**config.mk**
```make
export PLATFORM = sky130hd
export DESIGN_NAME = morse_keyer_flat
export DESIGN_NICKNAME = d
export VERILOG_FILES = /design/src/rtl/morse_keyer_if.sv /design/src/rtl/morse_keyer.sv /design/src/flat_wrapper.sv
export SDC_FILE = /design/constraint.sdc
export NUM_CORES = 1
export LEC_CHECK = 0
export CAP_MARGIN = 20
export CORE_UTILIZATION = 40
export DETAILED_ROUTE_END_ITERATION = 8
export PLACE_DENSITY = 0.61
export RECOVER_POWER = 25
export SLEW_MARGIN = 40
export SYNTH_ARGS = -nofsm -noshare
export SYNTH_HDL_FRONTEND = slang
export SYNTH_SLANG_ARGS = --single-unit
```
**constraint.sdc**
```tcl
create_clock -name clk -period 7.42 [get_ports clk]
set_input_delay 1.484 -clock clk [delete_from_list [all_inputs] [get_ports clk]]
set_output_delay 1.484 -clock clk [all_outputs]
set_load 0.02 [all_outputs]
```
**src/rtl/morse_keyer_if.sv**
```systemverilog
// Character-code handshake between a code source and the Morse keyer.
interface morse_keyer_if;
  logic [7:0] chr_data;
  logic       chr_valid;
  logic       chr_ready;

  modport master (output chr_data, output chr_valid, input chr_ready);
  modport slave  (input chr_data, input chr_valid, output chr_ready);
endinterface

```
**src/rtl/morse_keyer.sv**
```systemverilog
// Morse keyer: queues character codes in a FIFO and keys dits, dahs and
// inter-element / inter-character / word spaces timed in units of unit_len cycles.
module morse_keyer #(
  parameter int FIFO_DEPTH = 8
) (
  input  logic                        clk,
  input  logic                        rst,
  input  logic [23:0]                 unit_len,
  input  logic                        abort,
  morse_keyer_if.slave                chr,
  output logic                        key,
  output logic                        busy,
  output logic [$clog2(FIFO_DEPTH):0] fifo_level
);
  localparam int AW = $clog2(FIFO_DEPTH);
  localparam int LW = AW + 1;
  localparam logic [LW-1:0] DEPTH = LW'(FIFO_DEPTH);

  typedef enum logic [1:0] {IDLE, LOAD, MARK, SPACE} state_t;

  logic [7:0]    mem [FIFO_DEPTH];
  logic [AW-1:0] wr_ptr, rd_ptr;
  logic [LW-1:0] level;
  logic          ready_en, push, pop;

  state_t        state, state_next;
  logic [7:0]    work;
  logic [2:0]    len, idx;
  logic          last;
  logic [25:0]   cnt, cnt_val, unit;
  logic          cnt_load, cnt_done, key_next;

  // Interval length in cycles minus one, so the counter expires at zero.
  function automatic logic [25:0] span(input logic [25:0] u, input logic [2:0] units);
    case (units)
      3'd3:    span = (u << 1) + u - 26'd1;
      3'd4:    span = (u << 2) - 26'd1;
      default: span = u - 26'd1;
    endcase
  endfunction

  assign unit          = (unit_len == 24'd0) ? 26'd1 : {2'b00, unit_len};
  assign len           = work[7:5];
  assign cnt_done      = (cnt == 26'd0);
  assign chr.chr_ready = ready_en && (level < DEPTH) && !abort;
  assign push          = chr.chr_valid && chr.chr_ready;
  assign fifo_level    = level;
  assign busy          = (state != IDLE) || (level != '0);

  always_ff @(posedge clk or posedge rst) begin
    if (rst) begin
      wr_ptr   <= '0;
      rd_ptr   <= '0;
      level    <= '0;
      ready_en <= 1'b0;
    end else begin
      ready_en <= 1'b1;
      if (abort) begin
        wr_ptr <= '0;
        rd_ptr <= '0;
        level  <= '0;
      end else begin
        if (push) wr_ptr <= wr_ptr + 1'b1;
        if (pop)  rd_ptr <= rd_ptr + 1'b1;
        case ({push, pop})
          2'b10:   level <= level + 1'b1;
          2'b01:   level <= level - 1'b1;
          default: ;
        endcase
      end
    end
  end

  always_ff @(posedge clk) begin
    if (push) mem[wr_ptr] <= chr.chr_data;
    if (pop)  work <= mem[rd_ptr];
  end

  always_ff @(posedge clk or posedge rst) begin
    if (rst) state <= IDLE;
    else     state <= state_next;
  end

  always_comb begin
    state_next = state;
    if (abort) begin
      state_next = IDLE;
    end else begin
      case (state)
        IDLE:    if (level != '0) state_next = LOAD;
        LOAD:    if (len > 3'd5)       state_next = IDLE;
                 else if (len == 3'd0) state_next = SPACE;
                 else                  state_next = MARK;
        MARK:    if (cnt_done) state_next = SPACE;
        SPACE:   if (cnt_done) state_next = last ? IDLE : MARK;
        default: state_next = IDLE;
      endcase
    end
  end

  always_comb begin
    pop      = 1'b0;
    cnt_load = 1'b0;
    cnt_val  = '0;
    key_next = 1'b0;
    case (state)
      IDLE: pop = (level != '0) && !abort;
      LOAD: if (len <= 3'd5) begin
        cnt_load = 1'b1;
        if (len == 3'd0) cnt_val = span(unit, 3'd4);
        else             cnt_val = span(unit, work[0] ? 3'd3 : 3'd1);
      end
      MARK: begin
        key_next = 1'b1;
        if (cnt_done) begin
          cnt_load = 1'b1;
          cnt_val  = span(unit, (idx == len - 3'd1) ? 3'd3 : 3'd1);
        end
      end
      SPACE: if (cnt_done && !last) begin
        cnt_load = 1'b1;
        cnt_val  = span(unit, work[idx + 3'd1] ? 3'd3 : 3'd1);
      end
      default: ;
    endcase
  end

  // key is re-timed from the MARK state so it is a clean flop output.
  always_ff @(posedge clk or posedge rst) begin
    if (rst) begin
      cnt  <= '0;
      idx  <= '0;
      last <= 1'b0;
      key  <= 1'b0;
    end else begin
      key <= key_next && !abort;
      if (abort) begin
        cnt  <= '0;
        idx  <= '0;
        last <= 1'b0;
      end else begin
        if (cnt_load)      cnt <= cnt_val;
        else if (!cnt_done) cnt <= cnt - 26'd1;
        case (state)
          LOAD:    begin
            idx  <= '0;
            last <= (len == 3'd0);
          end
          MARK:    if (cnt_done) last <= (idx == len - 3'd1);
          SPACE:   if (cnt_done && !last) idx <= idx + 3'd1;
          default: ;
        endcase
      end
    end
  end
endmodule

```
**src/flat_wrapper.sv**
```systemverilog
// flat-port wrapper written by rule: the top's interface ports become plain ports
module morse_keyer_flat 
#(
  parameter int FIFO_DEPTH = 8
)
  (clk, rst, unit_len, abort, key, busy, fifo_level, chr_chr_data, chr_chr_valid, chr_chr_ready);
  morse_keyer_if chr_i ();
  input  logic clk;
  input  logic rst;
  input  logic [23:0] unit_len;
  input  logic abort;
  output logic key;
  output logic busy;
  output logic [$clog2(FIFO_DEPTH):0] fifo_level;
  input wire logic [$bits(chr_i.chr_data)-1:0] chr_chr_data;
  input wire logic [$bits(chr_i.chr_valid)-1:0] chr_chr_valid;
  output wire logic [$bits(chr_i.chr_ready)-1:0] chr_chr_ready;
  assign chr_i.chr_data = chr_chr_data;
  assign chr_i.chr_valid = chr_chr_valid;
  assign chr_chr_ready = chr_i.chr_ready;
  morse_keyer #(.FIFO_DEPTH(FIFO_DEPTH)) u_core (.clk(clk), .rst(rst), .unit_len(unit_len), .abort(abort), .chr(chr_i), .key(key), .busy(busy), .fifo_level(fifo_level));
endmodule
```
# Yosys cells after proc, flatten, opt, wreduce, memory -nomap -nowiden
# Memories as Yosys holds them, arrays and structs flattened. A register that Yosys moved wholly into a read port is not among the register bits.
# Index checks and enable logic that the tools add are counted.
totals:
  elab_cells: 110
  memories: 1
  regBits: 44
  inputBits: 36
  mem_bits_rw: 64
classes:
  n_mux: 45
  n_lt_le_gt_ge: 4
  n_addsub: 11
  n_eq_ne: 17
  n_reduce_logical: 23
memory_table:
  columns: ["memory", "words", "word_bits", "read_ports", "rd_ports_with_merged_regs", "wr", "line_no", "rtl"]
  rows:
  - ["u_core.mem", 8, 8, 1, 1, 1, "morse_keyer.sv:21", "logic [7:0] mem [FIFO_DEPTH];"]
op_table:
  columns: ["operator", "count"]
  rows:
  - ["26-bit 2-to-1 mux", 7]
  - ["26-bit case mux with 2 select lines", 3]
  - ["26-bit by 1-bit subtractor with 26-bit output, second input constant", 4]
  - ["26-bit case mux with 3 select lines", 1]
  - ["26-bit adder", 1]
  - ["26-bit logical NOT", 1]
  - ["24-bit logical NOT", 1]
  - ["24-bit 2-to-1 mux", 1]
  - ["2-bit 2-to-1 mux", 9]
  - ["3-bit 2-to-1 mux", 6]
  - ["3-bit by 2-bit != test with 1-bit output, second input constant", 5]
  - ["1-bit 2-to-1 mux", 11]
  - ["3-bit by 1-bit adder with 3-bit output, second input constant", 3]
  - ["3-bit by 2-bit == test with 1-bit output, second input constant", 3]
  - ["3-bit == test, second input constant", 3]
  - ["3-bit nonzero test", 3]
  - ["2-bit case mux with 4 select lines", 1]
  - ["4-bit case mux with 2 select lines", 1]
  - ["2-bit == test, second input constant", 3]
  - ["1-bit logical AND", 6]
  - ["3-bit case mux with 2 select lines", 1]
  - ["2-bit nonzero test", 3]
  - ["4-bit by 1-bit adder with 4-bit output, second input constant", 1]
  - ["2-bit by 1-bit == test with 1-bit output, second input constant", 2]
  - ["18 further kinds", 20]

# Depth between registers and ports, before layout
logic_depth:
  depth_word: 10
  mapped_depth: 19

# Worst setup path before layout
# OpenSTA, ideal clock, no wires.
synth_path:
  kind: "input port to flip-flop"
  startpoint: "input unit_len[0]"
  endpoint: "register u_core.cnt[23]"
  setup_slack_ps: 2281
  required_ps: 7289
  arrival_ps: 5009
  path_stages: 17
  cell_sequence: "or4_4 > or3_4 > or2_2 > clkbuf_1 > nand2_1 > ha_1 > inv_1 > ha_1 > a21oi_1 > o22ai_1 > o21ai_0 > nand2b_1 > a221o_1 > a31oi_1 > xor2_1 > a221oi_1 > o22ai_1"
synth_via:
  elab_chain_len: 10
  word_cells_on_any_way: 16
  cone_classes: "add/sub: 4; mux: 11; reduce/logical: 1"
synth_lines:
  columns: ["item", "line_no", "rtl"]
  rows:
  - ["start, declared", "flat_wrapper.sv:10", "input logic [23:0] unit_len;"]
  - ["24-bit logical NOT", "morse_keyer.sv:42", "assign unit = (unit_len == 24'd0) ? 26'd1 : {2'b00, unit_len};"]
  - ["24-bit 2-to-1 mux (*)", "morse_keyer.sv:42", null]
  - ["26-bit adder", "morse_keyer.sv:36", "3'd3: span = (u << 1) + u - 26'd1;"]
  - ["26-bit by 1-bit subtractor with 26-bit output", "morse_keyer.sv:36", null]
  - ["26-bit case mux with 2 select lines", "morse_keyer.sv:35", "case (units)"]
  - ["26-bit 2-to-1 mux", "morse_keyer.sv:110", "if (len == 3'd0) cnt_val = span(unit, 3'd4);"]
  - ["26-bit 2-to-1 mux", "morse_keyer.sv:108", "LOAD: if (len <= 3'd5) begin"]
  - ["26-bit case mux with 3 select lines (*)", "morse_keyer.sv:106", "case (state)"]
  - ["26-bit 2-to-1 mux (*)", "morse_keyer.sv:142", "if (cnt_load) cnt <= cnt_val;"]
  - ["26-bit 2-to-1 mux (*)", "morse_keyer.sv:137", "if (abort) begin"]
  - ["end signal, assigned", "morse_keyer.sv:142", null]
  - ["end signal, assigned", "morse_keyer.sv:143", "else if (!cnt_done) cnt <= cnt - 26'd1;"]
  - ["end, declared", "morse_keyer.sv:30", "logic [25:0] cnt, cnt_val, unit;"]
# Every way passes the cells marked *; elsewhere a longest branch is shown, timed or not.
# A chain may end at the register's enable or synchronous reset.

# Worst setup path after layout
layout_path:
  startpoint: "input unit_len[2]"
  endpoint: "register u_core.cnt[20]"
# Same word-level chain as after synthesis.

==> results.md <==
- Clk Latency, worst-skew pair: approximately 0.42 ns
- Post-Syn Area: between 9000 and 10000 um2
- Worst min-delay path category: reg2reg
- Starting density of the core: just over 40%
- Mean post-synth cell area: 9.50 um2
- Share of cells above drive strength 1: a little over a tenth
- Synth top cells by count: 95 x inv_1, 73 x ha_1, 72 x edfxtp_1
- Final Instance Count excl. Fillers: 1287
- Reg2reg start: u_core.cnt[4]$_DFFE_PP0P_
- Post-Syn Nets: 1068
- WL/cell: roughly 19 um
- Global route overflow: 0
- Slew @ Worst Pin: roughly 1.5 ns
- # setup viols final: 0
- Final hold violation count: 0
- Peak VDD IR: around 250 uV
- Cell Pwr Density: between 200 and 300 nW/um2
- Seq/Total Area, Yosys: between 30% and 40%
- Placed insts: 1256
- H-tree depth: 4
- CP bufs+invs: 3
- Rows: 54
- # DRC: 0
- Max clock buf depth: 2
- Crit-path leading delay family: compound AO/OA/AOI/OAI gates
- DRT Pass-1 Iters: 7
- Routed vias: between 7000 and 8000
- Max-slew violation count: 19
- Die H: roughly 150 um
- CTS Sinks: 116
- Cell repeated most along the worst path: o21ai_0
- RR Endpoint: u_core.cnt[13]$_DFFE_PP0P_
- Crit path max fanout: 5
- Tmin final: ~6 ns
- Synthesis-to-finish area growth: 14.9%
- Setup CP Type: in2reg
- Unrepaired setup endpoints after global routing: false
- Number of global-route vias before repair: a little over 7000
- Yosys top cell area share: around a quarter
- Placed wire-length estimate: ~18000 um
- Via/cell ratio: between 5 and 6
- Worst Path Required: about 7.7 ns
- Cts hold-fix bufs: 0
- Flop-to-flop setup slack: between 3 and 4 ns
- Asr flop ratio synth: 37.9%
- Max-cap viol count: 1
- Slowest cell on crit path: or4_4
- Top-level I/O count: 43
- Hold endpoint: u_core.idx[1]$_DFFE_PP0P_
- Largest net degree at the start of global routing: 45
- TNS Setup: 0 ns
- Post-cts repair resize count: 0
- Number of buffers created by CTS: 17
- Gr usage total: a little over a fifth
- Top post-synthesis cells by area: edfxtp_1 24%, dfrtp_1 12%, ha_1 10%
- CTS tree: yes
- Post-Route Skew: ~0.024 ns
- DRT iter0 DRCs: 527
- CP cell instances: clkdlybuf4s50_1, or4_4, nor4_2, a21oi_1, ha_1, inv_1, ha_1, a21o_1, a221oi_1, buf_4, o21ai_0, o21a_1, o21ai_0, o21ai_0, xnor2_1, o2111ai_1, and3_1
- Antenna violations before repair: 0
- Count leader, synth: inv_1
- Postcts setup bufs: 0
- GP Congestion: around 0.9
- Post-layout nets: 1106
- Final worst-path cycle share: about four fifths
- Reg2Reg Depth: 9
- WL final: ~24000 um
- Clk root buf: clkbuf_16
- Worst Setup Start Kind: input port
- Number of flops mapped to enable cells by yosys: 72
- Die Width: between 150 and 200 um
- Status: complete, but fails checks
- Hold_sp: u_core.idx[1]$_DFFE_PP0P_
- Primary FF master, synth: edfxtp_1
- CP peak stage delay: approximately 0.55 ns
- Core footprint: 22000 um2
- Static leakage: between 0.004 and 0.005 uW
- Worst-path clk slew: ~0.06 ns
- CP arrival: 6.18 ns
- Failing checks: capacitance limit, slew limit
- #FFs+latches synth: between 100 and 150
- Syn Inst Count: approximately 960
- Total Die Area: approximately 23000 um2
- First-pass GRT wire length: 38300 um
- ANT nets after route: 0
- Critical path endpoint category: flip-flop
- Hold Worst Slack: approximately 0.54 ns
- Yosys warns: 0
- Fmax: between 0.15 and 0.2 GHz
- Diodes inserted: 0
- Hold path depth: 2
- Yosys cell types: a little under 90
- Top cell type by total area after synthesis: edfxtp_1
- Max-Slew Margin vs Limit: -2.00%
- Number of I/O port buffers: 42
[through the flow]
| stage | utilization [%] | worst slack [ns] | total power (uW) | cell area (um2) |
|---|---|---|---|---|
| after floorplan | - | 2.28 | 1870 | 9090 |
| after global placement | 44.5 | 0.778 | 2210 | 9790 |
| after detailed placement | 44.6 | 1.10 | 2220 | 9830 |
| after CTS | 47.4 | 1.53 | 3070 | 10400 |
| after global routing | 47.4 | 1.24 | 3270 | 10400 |
| final | 47.4 | 1.54 | 3070 | 10400 |
[how the worst max path moves through the flow]
stage / from / end / slack [ns] / cells past startpoint
4_1_cts: unit_len[2] / u_core.cnt[20]$_DFFE_PP0P_ / 1.53 / 17
2_1_floorplan: unit_len[0] / u_core.cnt[23]$_DFFE_PP0P_ / 2.28 / 17
3_5_place_dp: unit_len[2] / u_core.cnt[20]$_DFFE_PP0P_ / 1.10 / 17
5_1_grt: unit_len[2] / u_core.cnt[18]$_DFFE_PP0P_ / 1.24 / 17
6_report: unit_len[2] / u_core.cnt[20]$_DFFE_PP0P_ / 1.54 / 17
3_3_place_gp: unit_len[2] / u_core.cnt[20]$_DFFE_PP0P_ / 0.78 / 17
[metal layers]
layer | up-vias | global-route usage, % | part of all wire [%] | routed length [um]
met5 | - | 0 | 0 | 0
li1 | 3605 | - | - | -
met3 | 38 | 3.13 | 5.2 | 1260
met2 | 246 | 33.6 | 46 | 11100
met4 | 0 | 6.88 | 1.6 | 375
met1 | 3519 | 28.9 | 47 | 11300
[state kept, by name (all words and copies together), names as in the netlist]
register	flops
u_core.key	1
u_core.rd_ptr	3
u_core.state	2
u_core.wr_ptr	3
u_core.idx	3
u_core.mem	64
u_core.cnt	26
u_core.work	8
u_core.ready_en	1
u_core.last	1
u_core.fifo_level	4
[tightest hold or removal path, cell delays in order, from the launching register on]
cell     delay [ns]
dfrtp_1        0.38
nand2_1        0.06
o21ai_0        0.07
[area by class of cell]
class                      instances  area [um2]
fill                            2110       11600
sequential                       116        3260
clock inverter                    14         175
tap                              280         350
inverter                          96         363
multi-input combinational        711        5360
clock buffer                      17         425
timing repair buffer              53         499
[power breakdown]
group          total, uW  switching (uW)  leakage (uW)  internal, uW
clock                834             305      0.000288           529
combinational       1340             776       0.00261           567
sequential           893             110       0.00124           783
[cells in the final DEF, fill, tap and decap left out, types with 8 or more instances in the layout]
cell type	Yosys	final
nand2b_1	15	15
edfxtp_1	72	72
buf_4	2	10
a211oi_1	8	8
inv_1	95	94
a21oi_1	65	65
clkbuf_16	0	17
o211ai_1	11	11
xor2_1	23	23
a22oi_1	10	10
mux4_2	18	18
o22ai_1	12	12
nand4_1	8	8
a221oi_1	9	9
nand2_1	69	69
mux2_2	11	11
a31oi_1	13	13
dfrtp_1	44	43
clkdlybuf4s50_1	0	35
ha_1	73	73
o21ai_0	68	68
nor4_1	12	10
a21o_1	12	12
xnor2_1	52	52
nor3_1	18	17
nand3_1	15	15
mux2i_1	15	15
nor2_1	61	55
[kinds of logic (layout without fill, tap and decap cells)]
| group | count (synthesis) | in the layout | share of synthesized area (%) |
|---|---|---|---|
| AO/OA/AOI/OAI | 261 | 261 | 18.8 |
| XOR/XNOR | 75 | 75 | 7.23 |
| adder cells (fa/ha/maj) | 75 | 75 | 10.5 |
| buffers and inverters | 130 | 180 | 5.70 |
| flip-flops | 116 | 116 | 35.9 |
| multiplexers | 44 | 44 | 7.47 |
| other | 1 | 1 | 0.0412 |
| AND/OR/NAND/NOR | 255 | 255 | 14.4 |
(Power assumes the default switching activity.)
